<file path="src/rtl/uart_bus_master_pkg.sv">
// Shared constants and state encodings for the UART-to-bus bridge.
package uart_bus_master_pkg;
  localparam logic [7:0] CMD_WRITE  = 8'h57;
  localparam logic [7:0] CMD_READ   = 8'h52;
  localparam logic [7:0] RSP_OK     = 8'h4B;
  localparam logic [7:0] RSP_ERR    = 8'h45;
  localparam logic [7:0] RSP_BADCMD = 8'h3F;

  typedef enum logic [2:0] {
    ST_IDLE, ST_ADDR, ST_DATA, ST_CHECK, ST_BUS, ST_RESP
  } state_t;

  typedef enum logic [1:0] {
    TX_IDLE, TX_START, TX_GAP, TX_WAIT
  } tx_state_t;
endpackage

</file>
<file path="src/rtl/uart_bus_master_if.sv">
// Native memory bus, requester side is the master modport.
interface uart_bus_master_if;
  logic        m_valid;
  logic [31:0] m_addr;
  logic [31:0] m_wdata;
  logic [3:0]  m_wstrb;
  logic        m_ready;
  logic [31:0] m_rdata;

  modport master (output m_valid, m_addr, m_wdata, m_wstrb, input m_ready, m_rdata);
  modport slave  (input m_valid, m_addr, m_wdata, m_wstrb, output m_ready, m_rdata);
endinterface

</file>
<file path="src/rtl/uart_bm_resp_tx.sv">
// Response sequencer: streams 1..4 bytes of a word LSB first through the
// transmitter start/busy handshake, then pulses done.
module uart_bm_resp_tx
  import uart_bus_master_pkg::*;
(
  input  logic        clk,
  input  logic        reset,
  input  logic        start,
  input  logic [31:0] word,
  input  logic [2:0]  len,
  input  logic        tx_busy,
  output logic        tx_start,
  output logic [7:0]  tx_data,
  output logic        done
);
  tx_state_t   st;
  logic [23:0] sh;
  logic [1:0]  left;

  always_ff @(posedge clk) begin
    if (reset) begin
      st       <= TX_IDLE;
      tx_start <= 1'b0;
      tx_data  <= '0;
      done     <= 1'b0;
      sh       <= '0;
      left     <= '0;
    end else begin
      tx_start <= 1'b0;
      done     <= 1'b0;
      case (st)
        TX_IDLE: if (start) begin
          tx_start <= 1'b1;
          tx_data  <= word[7:0];
          sh       <= word[31:8];
          left     <= 2'(len - 3'd1);
          st       <= TX_START;
        end
        TX_START: st <= TX_GAP;
        // busy only rises the cycle after tx_start, so it is not trusted here
        TX_GAP:   st <= TX_WAIT;
        TX_WAIT: if (!tx_busy) begin
          if (left == 2'd0) begin
            done <= 1'b1;
            st   <= TX_IDLE;
          end else begin
            tx_start <= 1'b1;
            tx_data  <= sh[7:0];
            sh       <= {8'h00, sh[23:8]};
            left     <= left - 2'd1;
            st       <= TX_START;
          end
        end
        default: st <= TX_IDLE;
      endcase
    end
  end
endmodule

</file>
<file path="src/rtl/uart_bus_master.sv">
// UART command-frame parser acting as initiator on the native memory bus.
// 'W' A0..A3 D0..D3 writes, 'R' A0..A3 reads; replies go out via uart_bm_resp_tx.
module uart_bus_master
  import uart_bus_master_pkg::*;
#(
  parameter int unsigned BYTE_TIMEOUT = 1000000,
  parameter int unsigned BUS_TIMEOUT  = 255
) (
  input  logic               clk,
  input  logic               reset,
  input  logic [7:0]         rx_data,
  input  logic               rx_valid,
  output logic [7:0]         tx_data,
  output logic               tx_start,
  input  logic               tx_busy,
  uart_bus_master_if.master  bus,
  output logic               busy
);
  state_t      state;
  logic [7:0]  cmd;
  logic [31:0] addr, wdata, tmo;
  logic [1:0]  idx;
  logic        rsp_go, rsp_done;
  logic [31:0] rsp_word;
  logic [2:0]  rsp_len;

  assign busy = (state != ST_IDLE);

  // Response launch is combinational so the sequencer registers tx_start
  // on the same edge that samples the deciding byte or m_ready.
  always_comb begin
    rsp_go   = 1'b0;
    rsp_word = {24'h0, RSP_ERR};
    rsp_len  = 3'd1;
    case (state)
      ST_IDLE: if (rx_valid && rx_data != CMD_WRITE && rx_data != CMD_READ) begin
        rsp_go   = 1'b1;
        rsp_word = {24'h0, RSP_BADCMD};
      end
      ST_CHECK: rsp_go = (addr[1:0] != 2'b00);
      ST_BUS: if (bus.m_ready) begin
        rsp_go = 1'b1;
        if (cmd == CMD_READ) begin
          rsp_word = bus.m_rdata;
          rsp_len  = 3'd4;
        end else begin
          rsp_word = {24'h0, RSP_OK};
        end
      end else if (tmo == BUS_TIMEOUT - 1) begin
        rsp_go = 1'b1;
      end
      default: ;
    endcase
  end

  always_ff @(posedge clk) begin
    if (reset) begin
      state       <= ST_IDLE;
      cmd         <= '0;
      addr        <= '0;
      wdata       <= '0;
      tmo         <= '0;
      idx         <= '0;
      bus.m_valid <= 1'b0;
      bus.m_addr  <= '0;
      bus.m_wdata <= '0;
      bus.m_wstrb <= '0;
    end else begin
      case (state)
        ST_IDLE: if (rx_valid) begin
          cmd   <= rx_data;
          idx   <= '0;
          tmo   <= '0;
          state <= rsp_go ? ST_RESP : ST_ADDR;
        end
        ST_ADDR, ST_DATA: begin
          // an arriving byte always beats the timeout on the same cycle
          if (rx_valid) begin
            tmo <= '0;
            idx <= idx + 2'd1;
            if (state == ST_ADDR) addr  <= {rx_data, addr[31:8]};
            else                  wdata <= {rx_data, wdata[31:8]};
            if (idx == 2'd3)
              state <= (state == ST_ADDR && cmd == CMD_WRITE) ? ST_DATA : ST_CHECK;
          end else if (tmo == BYTE_TIMEOUT - 1) begin
            state <= ST_IDLE;
          end else begin
            tmo <= tmo + 32'd1;
          end
        end
        ST_CHECK: begin
          tmo <= '0;
          if (rsp_go) begin
            state <= ST_RESP;
          end else begin
            state       <= ST_BUS;
            bus.m_valid <= 1'b1;
            bus.m_addr  <= addr;
            bus.m_wdata <= (cmd == CMD_WRITE) ? wdata : 32'h0;
            bus.m_wstrb <= (cmd == CMD_WRITE) ? 4'hF : 4'h0;
          end
        end
        ST_BUS: if (rsp_go) begin
          bus.m_valid <= 1'b0;
          state       <= ST_RESP;
        end else begin
          tmo <= tmo + 32'd1;
        end
        ST_RESP: if (rsp_done) state <= ST_IDLE;
        default: state <= ST_IDLE;
      endcase
    end
  end

  uart_bm_resp_tx u_resp (
    .clk      (clk),
    .reset    (reset),
    .start    (rsp_go),
    .word     (rsp_word),
    .len      (rsp_len),
    .tx_busy  (tx_busy),
    .tx_start (tx_start),
    .tx_data  (tx_data),
    .done     (rsp_done)
  );
endmodule
</file>
<file path="src/flat_wrapper.sv">
// flat-port wrapper written by rule: the top's interface ports become plain ports
module uart_bus_master_flat import uart_bus_master_pkg::*;
#(
  parameter int unsigned BYTE_TIMEOUT = 1000000,
  parameter int unsigned BUS_TIMEOUT  = 255
)
  (clk, reset, rx_data, rx_valid, tx_data, tx_start, tx_busy, busy, bus_m_valid, bus_m_addr, bus_m_wdata, bus_m_wstrb, bus_m_ready, bus_m_rdata);
  uart_bus_master_if bus_i ();
  input  logic clk;
  input  logic reset;
  input  logic [7:0] rx_data;
  input  logic rx_valid;
  output logic [7:0] tx_data;
  output logic tx_start;
  input  logic tx_busy;
  output logic busy;
  output wire logic [$bits(bus_i.m_valid)-1:0] bus_m_valid;
  output wire logic [$bits(bus_i.m_addr)-1:0] bus_m_addr;
  output wire logic [$bits(bus_i.m_wdata)-1:0] bus_m_wdata;
  output wire logic [$bits(bus_i.m_wstrb)-1:0] bus_m_wstrb;
  input wire logic [$bits(bus_i.m_ready)-1:0] bus_m_ready;
  input wire logic [$bits(bus_i.m_rdata)-1:0] bus_m_rdata;
  assign bus_m_valid = bus_i.m_valid;
  assign bus_m_addr = bus_i.m_addr;
  assign bus_m_wdata = bus_i.m_wdata;
  assign bus_m_wstrb = bus_i.m_wstrb;
  assign bus_i.m_ready = bus_m_ready;
  assign bus_i.m_rdata = bus_m_rdata;
  uart_bus_master #(.BYTE_TIMEOUT(BYTE_TIMEOUT), .BUS_TIMEOUT(BUS_TIMEOUT)) u_core (.clk(clk), .reset(reset), .rx_data(rx_data), .rx_valid(rx_valid), .tx_data(tx_data), .tx_start(tx_start), .tx_busy(tx_busy), .bus(bus_i), .busy(busy));
endmodule
</file>
<file path="config.mk">
export PLATFORM = sky130hd
export DESIGN_NAME = uart_bus_master_flat
export DESIGN_NICKNAME = d
export VERILOG_FILES = /design/src/rtl/uart_bus_master_pkg.sv /design/src/rtl/uart_bus_master_if.sv /design/src/rtl/uart_bm_resp_tx.sv /design/src/rtl/uart_bus_master.sv /design/src/flat_wrapper.sv
export SDC_FILE = /design/constraint.sdc
export NUM_CORES = 1
export LEC_CHECK = 0
export ABC_AREA = 1
export BUFFER_PORTS_ARGS = -buffer_cell sky130_fd_sc_hd__buf_2
export CORE_AREA = 3 3 177 179
export CTS_CLUSTER_SIZE = 8
export DETAILED_ROUTE_END_ITERATION = 16
export DIE_AREA = 0 0 180 182
export PLACE_DENSITY = 0.59
export SLEW_MARGIN = 10
export SYNTH_ARGS = -nofsm -noshare
export SYNTH_HDL_FRONTEND = slang
export SYNTH_HIERARCHICAL = 1
export SYNTH_SLANG_ARGS = --single-unit
</file>
<file path="constraint.sdc">
create_clock -name clk -period 4.4 [get_ports clk]
set_clock_uncertainty 0.1 [all_clocks]
set_input_delay 0.66 -clock clk [delete_from_list [all_inputs] [get_ports clk]]
set_output_delay 0.66 -clock clk [all_outputs]
set_load 0.1 [all_outputs]
</file>
# Word-level counts from Yosys, hierarchy flattened
# Cells that the tools add are included.
[op_classes] reduce_logical=24 mux=55 addsub=4 bitwise=3 eq_ne=27
[ops] cell="2-to-1 mux 32 bit" count=7
[ops] cell="one-hot mux 32 bit (4 select lines)" count=1
[ops] cell="2-to-1 mux 24 bit" count=3
[ops] cell="one-hot mux 32 bit (2 select lines)" count=1
[ops] cell="one-hot mux 24 bit (2 select lines)" count=1
[ops] cell="adder 32 x 1 -> 32 bit, second input constant" count=1
[ops] cell="== test 32 x 20 -> 1 bit, second input constant" count=1
[ops] cell="== test 32 x 8 -> 1 bit, second input constant" count=1
[ops] cell="2-to-1 mux 8 bit" count=3
[ops] cell="2-to-1 mux 3 bit" count=7
[ops] cell="2-to-1 mux 2 bit" count=9
[ops] cell="== test 8 x 7 -> 1 bit, second input constant" count=2
[ops] cell="!= test 8 x 7 -> 1 bit, second input constant" count=2
[ops] cell="one-hot mux 8 bit (2 select lines)" count=1
[ops] cell="one-hot mux 3 bit (5 select lines)" count=1
[ops] cell="!= test 2 bit, second input constant" count=7
[ops] cell="2-to-1 mux 1 bit" count=13
[ops] cell="AND reduction 3 bit" count=4
[ops] cell="one-hot mux 2 bit (2 select lines)" count=2
[ops] cell="one-hot mux 2 bit (4 select lines)" count=1
[ops] cell="AND reduction 4 bit" count=2
[ops] cell="nonzero test 2 bit" count=4
[ops] cell="2-to-1 mux 7 bit" count=1
[ops] cell="== test 2 bit, second input constant" count=3
[ops] cell="22 further kinds" count=35
[word_totals] elab_cells=129 ff_bits=216 input_bits=45 output_inout_bits=79

# Logic depth before layout (Yosys ltp)
# Gate-level depths: netlist of run 1.
[logic_depth] word_depth=8 mapped_depth=15 ltp_nobuf=14

# By module
# The synthesis of run 1 kept the hierarchy.
[modules_own_cells] mod="uart_bus_master" area_each_um2=8393.0 cells_per_inst=1298 n_inst=1 seq_area_each_um2=3503.4
[modules_own_cells] mod="uart_bm_resp_tx" area_each_um2=2062.0 cells_per_inst=366 n_inst=1 seq_area_each_um2=760.7

# Worst setup path after synthesis of run 1
# OpenSTA, ideal clock, no wires.
[synth_path] kind="register to register" start="register u_core.state[1]" end="register u_core.tmo[24]" stages_incl_launch_ff=12 setup_time_ns=0.071 synth_period_minus_slack_ns=2.240 required_ns=4.229 t_arrival_ns=2.070 path_slack_ns=2.160 n_path_buf=1 cell_sequence="dfxtp_1 nor2_4 inv_4 nor2_4 inv_1 nor2_1 inv_1 nand2_1 nor2_1 buf_2 nand2_1 a21oi_1"
[synth_between] elab_chain_len=4 elab_cells_between_ends=13 cone_classes="eq/ne: 7; mux: 2; reduce/logical: 4"
[synth_lines] item="start: declaration" line="uart_bus_master.sv:19" rtl="state_t state;"
[synth_lines] item="start signal: assignment" line="uart_bus_master.sv:74" rtl="state <= rsp_go ? ST_RESP : ST_ADDR;"
[synth_lines] item="start signal: assignment" line="uart_bus_master.sv:84" rtl="state <= (state == ST_ADDR && cmd == CMD_WRITE) ? ST_DATA : ST_CHECK;"
[synth_lines] item="== test 3 bit, or another cell as far along" line="uart_bus_master.sv:35, uart_bus_master.sv:69"
[synth_lines] item="one-hot mux 1 bit (3 select lines) or OR reduction 2 bit (tied branches)" line="uart_bus_master.sv:35, uart_bus_master.sv:69"
[synth_lines] item="!= test 2 bit (no line), or another cell as far along"
[synth_lines] item="AND reduction 4 bit (no line)"
[synth_lines] item="end signal: assignment" line="uart_bus_master.sv:88" rtl="tmo <= tmo + 32'd1;"
[synth_lines] item="end signal: assignment" line="uart_bus_master.sv:107" rtl="tmo <= tmo + 32'd1;"
[synth_lines] item="end: declaration" line="uart_bus_master.sv:21" rtl="logic [31:0] addr, wdata, tmo;"
# Several ways; a longest one is shown, not always the timed one.
# A chain may end at the register's enable or synchronous reset.

# Worst setup path after layout of run 1
[layout_path] start="register u_core.state[1]" end="register u_core.u_resp.sh[11]"
[layout_between] elab_chain_len=4 elab_cells_between_ends=9 cone_classes="eq/ne: 3; mux: 4; reduce/logical: 2"
[layout_lines] item="== test 3 bit, or another cell as far along" line="uart_bus_master.sv:35" rtl="case (state)"
[layout_lines] item="one-hot mux 1 bit (3 select lines) (*)" line="uart_bus_master.sv:35"
[layout_lines] item="net u_core.rsp_go" line="uart_bus_master.sv:23" rtl="logic rsp_go, rsp_done;"
[layout_lines] item="!= test 2 x 1 -> 1 bit (no line) (*)"
[layout_lines] item="AND reduction 4 bit (no line) (*)"
[layout_lines] item="end signal: assignment" line="uart_bm_resp_tx.sv:35" rtl="sh <= word[31:8];"
[layout_lines] item="end signal: assignment" line="uart_bm_resp_tx.sv:49" rtl="sh <= {8'h00, sh[23:8]};"
[layout_lines] item="end: declaration" line="uart_bm_resp_tx.sv:17" rtl="logic [23:0] sh;"
# The timed path passes the listed nets; every way through them passes the cells marked *. The select of a mux whose other input is x is not followed.

==> flow_summary_export.csv, run 1 <==
group,metric,value,unit
outcome,outcome,"finished, final reports clean",
placed_design,dpl.hpwl,19.7,mm
synth,synthArstFlopShare,0,%
drt,drtIter0Drc,711,
floorplanning,ioPinCount,124,
clocking,cts_hold_buf,0,
power,vdd_drop_max,0.000289,V
clocking,worstSkewPairLatency,0.54,ns
grt,grt_pass1_vias,9617,
floorplanning,die_h,182,microns
clocking,cts_buffers,30,
clocking,h-tree-depth,1,
synth,ys.flop_type,"dfxtp_1",
timing,min_period_over_period,66.9,%
power,power,6.28,mW
clocking,cts_buffer_depth,3,
floorplanning,die_x,180,microns
floorplanning,die_area,32800,sq um
worst_setup_path,cp-start-kind,"flop",
synth,synth_cell_types,29,
drt,drtPass1Iterations,5,
floorplanning,core_area,29700,sq um
timing,drv_slew,0,
grt,grt_max_degree,67,
worst_setup_path,r2r_setup_slack,1.46,ns
cells_and_area,final_common_cell,"nand2_1",
clocking,root_buffer,"clkbuf_16",
clocking,cts_repair_resize_count,0,
synth,synth_adder_area_share,0.838,%
synth,synth_area_per_cell,6.28,sq um
synth,postSynthCellCount,1664,
worst_setup_path,r2r-start,"u_core/state[1]$_SDFFE_PP0P_",
grt,grt-ovfl-total,0,
timing,finalCriticalPeriod,2.94,ns
placed_design,io_buffers,123,
worst_hold_path,hp-start,"tx_busy",
worst_setup_path,required,4.77,ns
synth,syn_area,10500,sq um
cells_and_area,fillCellCount,3192,
synth,ys_ff_latch,213,
synth,synth_edf_count,0,
drt,post_drt_wl_per_cell,13.4,microns
worst_hold_path,hp-class,"primary input to flop",
placed_design,gp_congestion,0.885,
clocking,cts_tree,"yes",
drt,drcViolationCount,0,
worst_setup_path,path_cells,"nor2_4 > inv_4 > nor2_4 > buf_4 > inv_2 > nor3_1 > nand3_1 > nand2_1 > nand2_1 > nand2_2 > nand3_2 > buf_4 > nand2_1 > nand2_1 > nor2_1",
worst_hold_path,whs_path_depth,2,
clocking,path_clk_slew,0.05,ns
synth,synth_compound_area_share,11.6,%
drt,vias,10300,
worst_setup_path,reg2reg_depth,15,
synth,synth_top_family_by_area,"simple AND/OR/NAND/NOR gates",
power,powerDensity,522,nW/um^2
timing,rsz0062_at_grt,"false",
job,drv_cap,0,
synth,synth_xor_area_share,0.503,%
floorplanning,rows,63,
drt,ant_nets,0,
synth,ys_top_cells_by_area,"dfxtp_1, nand2_1, nor2_1",
worst_hold_path,min_to,"u_core/u_resp/done$_SDFF_PP0_",
worst_setup_path,critical_path.endpoint_type,"flop",
grt,grt_use_total,17.0,%
timing,hold_viol_final,0,
worst_setup_path,cp_slowest_cell,"dfxtp_1",
worst_setup_path,worst_r2r_endpoint,"u_core/u_resp/sh[11]$_SDFFE_PP0P_",
worst_setup_path,path_class,"flop to flop",
placed_design,placed_cell_area,11200,sq um
drt,wl,28.8,mm
timing,tightest_slew,1.09,ns
cells_and_area,fin_nets,1802,
worst_setup_path,slowest_delay,0.38,ns
synth,yosys.area.top_type,"dfxtp_1",
synth,synthMuxAreaShare,0,%
power,cellLeakagePower,5.37,nW
synth,yosysWarnings,6,
cells_and_area,area_delta_synth_final,15.0,%
timing,fmax,340,MHz
cells_and_area,final_cell_mix,"nand2_1, nor2_1, dfxtp_1",
floorplanning,start_util,35.2,%
drt,via_per_inst,4.79,
timing,setup_violations,0,
timing,slew_headroom,27.3,%
cells_and_area,final_cell_area,12000,sq um
clocking,post_cts_buffers,0,
synth,synth_top_area_share,40.8,%
synth,seq_area_frac_synth,40.8,%
grt,antenna_found_initial,1,
worst_setup_path,critPathMostFrequentCell,"nand2_1",
worst_setup_path,worstPathMaxFanout,46,
clocking,cts_sinks,213,
cells_and_area,drive_gt1_share,10.8,%
grt,grt_pass1_wl,47.6,mm
synth,synth-simple-area-share,36.0,%
timing,finalSetupTns,0,ns
worst_setup_path,crit_arrival,3.32,ns
per-stage QoR:
stage | hold slack (ns) | cells | setup slack (ns) | utilization [%]
after CTS | 0.210 | 2142 | 1.46 | 40.4
after floorplan | 0.329 | 1665 | 2.16 | -
after global routing | 0.224 | 2143 | 1.14 | 40.5
final | 0.231 | 2143 | 1.46 | 40.5
after detailed placement | 0.336 | 2108 | 1.42 | 37.8
after global placement | 0.328 | 2108 | 1.49 | 37.8
flip-flops by register name, indices dropped and copies added (netlist names), 3 cells and up:
name and count:
u_core/addr 32, u_core/bus.m_addr 32, u_core/bus.m_wdata 32, u_core/tmo 32, u_core/wdata 32, u_core/u_resp/sh 24, u_core/cmd 8, u_core/u_resp/tx_data 8
u_core/state 3
layer usage:
layer	GRT usage [%]	part of all wire (%)
met2	28.4	47
met1	23.1	47
met3	2.40	4.2
met5	0	0
met4	4.36	1.9
where the power goes:
group,internal [mW],switching (mW)
sequential,2.22,0.182
combinational,0.470,1.42
clock,1.19,0.786
cell type report:
cell class | count | area (sq um) | area share (%)
clock buffers | 33 | 762 | 6.34
inverters | 173 | 652 | 5.42
clock inverters | 1 | 16.3 | 0.135
multi-input cells | 1196 | 5120 | 42.6
flip-flops and latches | 213 | 4260 | 35.5
repair buffers | 136 | 716 | 5.95
well taps | 390 | 488 | 4.06
diodes | 1 | 2.50 | 0.0208
how the worst max path moves through the flow:
stage / depth (start not counted) / to / from / slack [ns]
2_1_floorplan: 11 / u_core/tmo[24]$_SDFFE_PP0P_ / u_core/state[1]$_SDFFE_PP0P_ / 2.16
3_3_place_gp: 14 / u_core/u_resp/tx_data[3]$_SDFFE_PP0P_ / rx_data[5] / 1.49
3_5_place_dp: 14 / u_core/u_resp/left[0]$_SDFFE_PP0P_ / rx_data[5] / 1.42
4_1_cts: 15 / u_core/u_resp/sh[8]$_SDFFE_PP0P_ / u_core/state[1]$_SDFFE_PP0P_ / 1.46
5_1_grt: 15 / u_core/u_resp/sh[11]$_SDFFE_PP0P_ / u_core/state[1]$_SDFFE_PP0P_ / 1.14
6_report: 15 / u_core/u_resp/sh[11]$_SDFFE_PP0P_ / u_core/state[1]$_SDFFE_PP0P_ / 1.46
Yosys cell counts, types with 2 or more instances:
master    instances
clkbuf_1         48
xor2_1            4
nand2_1         539
nand3_1          68
buf_4            10
nor4_1            2
nor3_1            6
buf_1             3
nand4_1          29
xnor2_1           2
clkinv_1          3
a21oi_1         143
dfxtp_1         213
nand2_2           4
inv_2             5
inv_1           164
buf_2            14
nor2_4            3
nor2_1          282
ha_1              7
nand3_2           3
nor2_2            3
o21ai_0          96
buf_6             8
kinds of logic after synthesis:
group | after synthesis
buffers and inverters | 256
adder cells (fa/ha/maj) | 7
other | 1
XOR/XNOR | 6
flip-flops | 213
AND/OR/NAND/NOR | 940
AO/OA/AOI/OAI | 241
worst max-delay path: cells and delay by family, from the launching register on:
family                 cells  cell delay [ns]
and+or+nand+nor           11             1.48
buffers and inverters      4             0.90
DFF                        1             0.38
Power figures use the tool's default switching activity.
==> inputs of run 2 (changes only) <==
clock period = 2.75 ns   (was 4.4 ns; I/O delays follow)
==> flow_summary_export.csv, run 2 (synthesis gave the netlist of run 1 again) <==
group,metric,value,unit
outcome,outcome,"finished, final reports clean",
placed_design,io_buffers,123,
clocking,path_clk_slew,0.05,ns
clocking,h-tree-depth,1,
worst_setup_path,path_cells,"nor2_4 > inv_4 > nor2_4 > nand2_2 > nor2_2 > nor2_2 > nand3_2 > buf_4 > nand2_1 > a21oi_1",
worst_setup_path,crit_arrival,2.77,ns
grt,grt-ovfl-total,0,
floorplanning,die_h,182,microns
cells_and_area,drive_gt1_share,11.6,%
timing,whs,0.0855,ns
power,switching_share,37.6,%
worst_setup_path,required,3.10,ns
job,drv_cap,0,
timing,drv_slew,0,
timing,setup_violations,0,
drt,drcViolationCount,0,
grt,grtUsageMet2,29.3,%
power,p_clk_share,31.7,%
worst_setup_path,critical_path.endpoint_type,"flop",
clocking,root_buffer,"clkbuf_16",
clocking,cts_repair_resize_count,0,
timing,tightest_slew,0.792,ns
timing,rsz0062_at_grt,"false",
timing,finalCriticalPeriod,2.42,ns
worst_setup_path,worstPathMaxFanout,66,
cells_and_area,fin_nets,1820,
power,vdd_drop_max,0.000635,V
power,p_seq_share,37.7,%
floorplanning,ioPinCount,124,
worst_setup_path,path_class,"flop to flop",
drt,ant_nets,0,
timing,finalSetupTns,0,ns
grt,grtUsageMet3,2.38,%
cells_and_area,final_util,41.1,%
worst_setup_path,slowest_delay,0.54,ns
drt,post_drt_wl_per_cell,13.7,microns
grt,grtUsageMet1,23.1,%
placed_design,dpl_worst_slack,0.370,ns
power,powerDensity,836,nW/um^2
floorplanning,rows,63,
cells_and_area,final_common_cell,"nand2_1",
cells_and_area,area_delta_synth_final,16.9,%
worst_setup_path,worst-path-buf-inv,2,
clocking,post_cts_buffers,0,
worst_setup_path,critPathTopFamily,"simple AND/OR/NAND/NOR gates",
clocking,cts_tree,"yes",
drt,drtPass1Iterations,5,
clocking,cts_buffers,30,
placed_design,gp_congestion,0.915,
drt,vias,10300,
timing,timing.final.ws_setup,0.327,ns
grt,grt-busiest-layer,"met2",
timing,slew_headroom,47.2,%
timing,fmax,413,MHz
power,share_comb_of_total_power,30.6,%
floorplanning,core_area,29700,sq um
timing,hold_viol_final,0,
clocking,worstSkewPairLatency,0.53,ns
cells_and_area,fillCellCount,3133,
clocking,cts_buffer_depth,3,
drt,via_per_inst,4.76,
grt,grt_use_total,17.4,%
power,p_sw,3.84,mW
drt,wl,29.6,mm
grt,antenna_found_initial,1,
clocking,cts_sinks,213,
floorplanning,die_area,32800,sq um
worst_hold_path,hp-class,"primary input to flop",
floorplanning,die_x,180,microns
timing,min_period_over_period,88.1,%
placed_design,dpl.hpwl,20.6,mm
power,internal-power,6.37,mW
cells_and_area,final_cell_mix,"nand2_1, nor2_1, dfxtp_1",
grt,grt_max_degree,69,
grt,grt_pass1_vias,9798,
floorplanning,start_util,35.2,%
worst_setup_path,cp-start-kind,"flop",
clocking,cts_hold_buf,1,
grt,grt_pass1_wl,48.5,mm
power,cellLeakagePower,5.48,nW
worst_setup_path,cp_slowest_cell,"buf_4",
drt,drtIter0Drc,659,
==> run 2: path summary, 6_finish.rpt <==
| path | startpoint | end | slack, ns | cells after the start |
|---|---|---|---|---|
| min reg2reg | u_core/bus.m_addr[1]$_SDFFE_PP0P_ | u_core/bus.m_addr[1]$_SDFFE_PP0P_ | 0.34 | 2 |
| max reg2reg | u_core/state[1]$_SDFFE_PP0P_ | u_core/bus.m_addr[2]$_SDFFE_PP0P_ | 0.33 | 10 |
| min | rx_data[1] | u_core/addr[25]$_SDFFE_PP0P_ | 0.09 | 3 |
| max | u_core/state[1]$_SDFFE_PP0P_ | u_core/bus.m_addr[2]$_SDFFE_PP0P_ | 0.33 | 10 |
==> run 2: final cells by class <==
type | instances | area (sq um) | share of cell area (%)
multi-input combinational | 1196 | 5120 | 41.9
sequential | 213 | 4260 | 34.9
timing repair buffer | 154 | 903 | 7.39
clock buffer | 33 | 793 | 6.49
inverter | 173 | 652 | 5.33
tap | 390 | 488 | 3.99
antenna | 1 | 2.50 | 0.0205
==> run 2: metrics by stage <==
step	instances	area, sq um	total power, mW
6_report	2160	12200	10.2
5_1_grt	2160	12200	10.9
4_1_cts	2159	12200	10.3
3_5_place_dp	2125	11400	7.03
3_3_place_gp	2125	11400	6.97
2_1_floorplan	1665	10500	6.29
==> run 2: tightest hold or removal path: stages <==
cell	delay (ns)
buf_2	0.12
inv_1	0.07
a21oi_1	0.06
==> run 2: power groups by stage <==
stage          registers, mW  clock network (mW)  logic, mW
3_3_place_gp            3.90                   0       3.08
5_1_grt                 3.91                3.45       3.51
4_1_cts                 3.85                3.33       3.13
3_5_place_dp            3.91                   0       3.12
6_report                3.85                3.23       3.13
2_1_floorplan           4.27                   0       2.02
==> run 2: per-layer routing <==
metal	routed length (microns)	vias up	part of all wire, %
met4	786	0	2.7
met5	0	-	0
met3	1140	57	3.8
met2	13700	206	46
met1	14000	4646	47
li1	-	5380	-
==> inputs of run 3 (changes only) <==
MAX_ROUTING_LAYER = met4   (was not set)
PLACE_DENSITY = 0.53   (was 0.59)
clock period = 2.57 ns   (was 2.75 ns; I/O delays follow)
==> flow_summary_export.csv, run 3 (synthesis gave the netlist of run 1 again) <==
group,metric,value,unit
outcome,outcome,"finished, final reports clean",
grt,grt_max_degree,103,
worst_setup_path,startpoint,"u_core/tmo[0]$_SDFFE_PP0P_",
power,powerDensity,891,nW/um^2
power,cellLeakagePower,5.51,nW
timing,slew_headroom,62.7,%
drt,drtIter0Drc,540,
worst_hold_path,whs_path_depth,3,
grt,grt_pass1_wl,49.5,mm
drt,ant_nets,0,
timing,min_period_over_period,91.3,%
grt,antenna_found_initial,0,
worst_hold_path,hp-class,"primary input to flop",
power,vdd_drop_max,0.000472,V
worst_hold_path,hp-start,"rx_data[7]",
cells_and_area,num_antenna_cells,0,
clocking,worstSkewPairLatency,0.56,ns
cells_and_area,drive_gt1_share,11.7,%
timing,fmax,426,MHz
power,share_comb_of_total_power,30.8,%
power,internal-power,6.78,mW
cells_and_area,final_common_cell,"nand2_1",
drt,vias,10200,
timing,tightest_slew,0.559,ns
timing,drv_slew,0,
worst_setup_path,r2r-start,"u_core/tmo[0]$_SDFFE_PP0P_",
power,switching_share,38.0,%
floorplanning,die_h,182,microns
placed_design,dpl.hpwl,20.3,mm
timing,finalCriticalPeriod,2.35,ns
worst_setup_path,crit_arrival,2.72,ns
floorplanning,die_x,180,microns
power,p_seq_share,37.6,%
cells_and_area,final_cell_mix,"nand2_1, nor2_1, dfxtp_1",
worst_setup_path,path_class,"flop to flop",
timing,hold_viol_final,0,
clocking,path_clk_slew,0.05,ns
floorplanning,die_area,32800,sq um
worst_setup_path,cp-start-kind,"flop",
drt,wl,29.7,mm
job,drv_cap,0,
power,p_sw,4.16,mW
floorplanning,rows,63,
clocking,h-tree-depth,1,
drt,drtPass1Iterations,5,
timing,finalSetupTns,0,ns
clocking,cts_buffers,30,
timing,setup_violations,0,
floorplanning,start_util,35.2,%
clocking,cts_sinks,213,
clocking,cts_tree,"yes",
cells_and_area,fin_nets,1826,
power,p_clk_share,31.6,%
drt,via_per_inst,4.72,
timing,rsz0062_at_grt,"false",
worst_setup_path,path_cells,"ha_1 > nand2_1 > inv_1 > nand3_1 > nor2_1 > a21oi_1 > nand2_2 > buf_4 > nand2_1 > a21oi_1",
placed_design,io_buffers,123,
clocking,root_buffer,"clkbuf_16",
worst_setup_path,required,2.94,ns
floorplanning,core_area,29700,sq um
grt,grt_pass1_vias,9753,
placed_design,gp_congestion,0.927,
worst_setup_path,reg2reg_depth,10,
worst_setup_path,worstPathMaxFanout,31,
clocking,cts_buffer_depth,3,
grt,grt_use_total,18.2,%
drt,post_drt_wl_per_cell,13.7,microns
worst_setup_path,cp_slowest_cell,"dfxtp_1",
floorplanning,ioPinCount,124,
grt,grt-ovfl-total,0,
cells_and_area,area_delta_synth_final,17.6,%
drt,drcViolationCount,0,
worst_setup_path,critical_path.endpoint_type,"flop",
worst_setup_path,slowest_delay,0.47,ns
cells_and_area,final_util,41.4,%
==> run 3: cell count changes in the layout (fill, tap and decap cells not counted), sizes merged <==
cell and change:
buf +2, clkinv +1, dlygate4sd3 +4, diode -1
==> run 3: final timing paths <==
path                                       end  slack, ns
min               u_core/addr[31]$_SDFFE_PP0P_       0.05
max reg2reg        u_core/tmo[30]$_SDFFE_PP0P_       0.22
max                u_core/tmo[30]$_SDFFE_PP0P_       0.22
min reg2reg  u_core/bus.m_addr[1]$_SDFFE_PP0P_       0.33
==> run 3: cell type report <==
class	instances	area (sq um)
multi-input cells	1196	5120
inverters	173	652
flip-flops and latches	213	4270
clock inverters	1	30.0
clock buffers	33	762
fillers	3251	17400
well taps	390	488
repair buffers	160	971
==> run 3: layer usage <==
metal | up-vias | global-route usage [%] | part of all wire [%]
li1 | 5379 | - | -
met1 | 4558 | 24.7 | 49
met2 | 242 | 28.9 | 45
met3 | 34 | 2.48 | 4.8
met4 | 0 | 4.58 | 2.0
met5 | - | - | 0
==> run 3: critical path: cells and delay by family (launching register included) <==
family | cells | cell delay [ns]
AO/OA/AOI/OAI | 2 | 0.26
buffers and inverters | 2 | 0.46
AND/OR/NAND/NOR | 5 | 0.63
flip-flops | 1 | 0.47
adder cells (fa/ha/maj) | 1 | 0.34
==> run 3: power by group through the flow <==
stage / clock network [mW] / registers [mW] / logic, mW
after floorplan: 0 / 4.56 / 2.17
after global placement: 0 / 4.17 / 3.32
after detailed placement: 0 / 4.18 / 3.36
after CTS: 3.57 / 4.12 / 3.38
after global routing: 3.72 / 4.18 / 3.85
final: 3.46 / 4.12 / 3.37
==> run 3: timing repair <==
item                                    CTS  global route
endpoints found under the hold margin     5             0
setup buffers                             0             0
gates resized for setup                   0             2
endpoints found under the setup margin    0            18
hold buffers                              5             0
==> run 3: stage by stage <==
stage	cells	setup WS (ns)	hold WS, ns	cell area [sq um]	total power [mW]
after floorplan	1665	0.330	0.329	10500	6.73
after global placement	2127	0.265	0.324	11400	7.49
after detailed placement	2127	0.230	0.325	11400	7.53
after CTS	2166	0.180	0.0228	12300	11.1
after global routing	2166	0.0113	0.0414	12300	11.7
final	2166	0.223	0.0531	12300	10.9
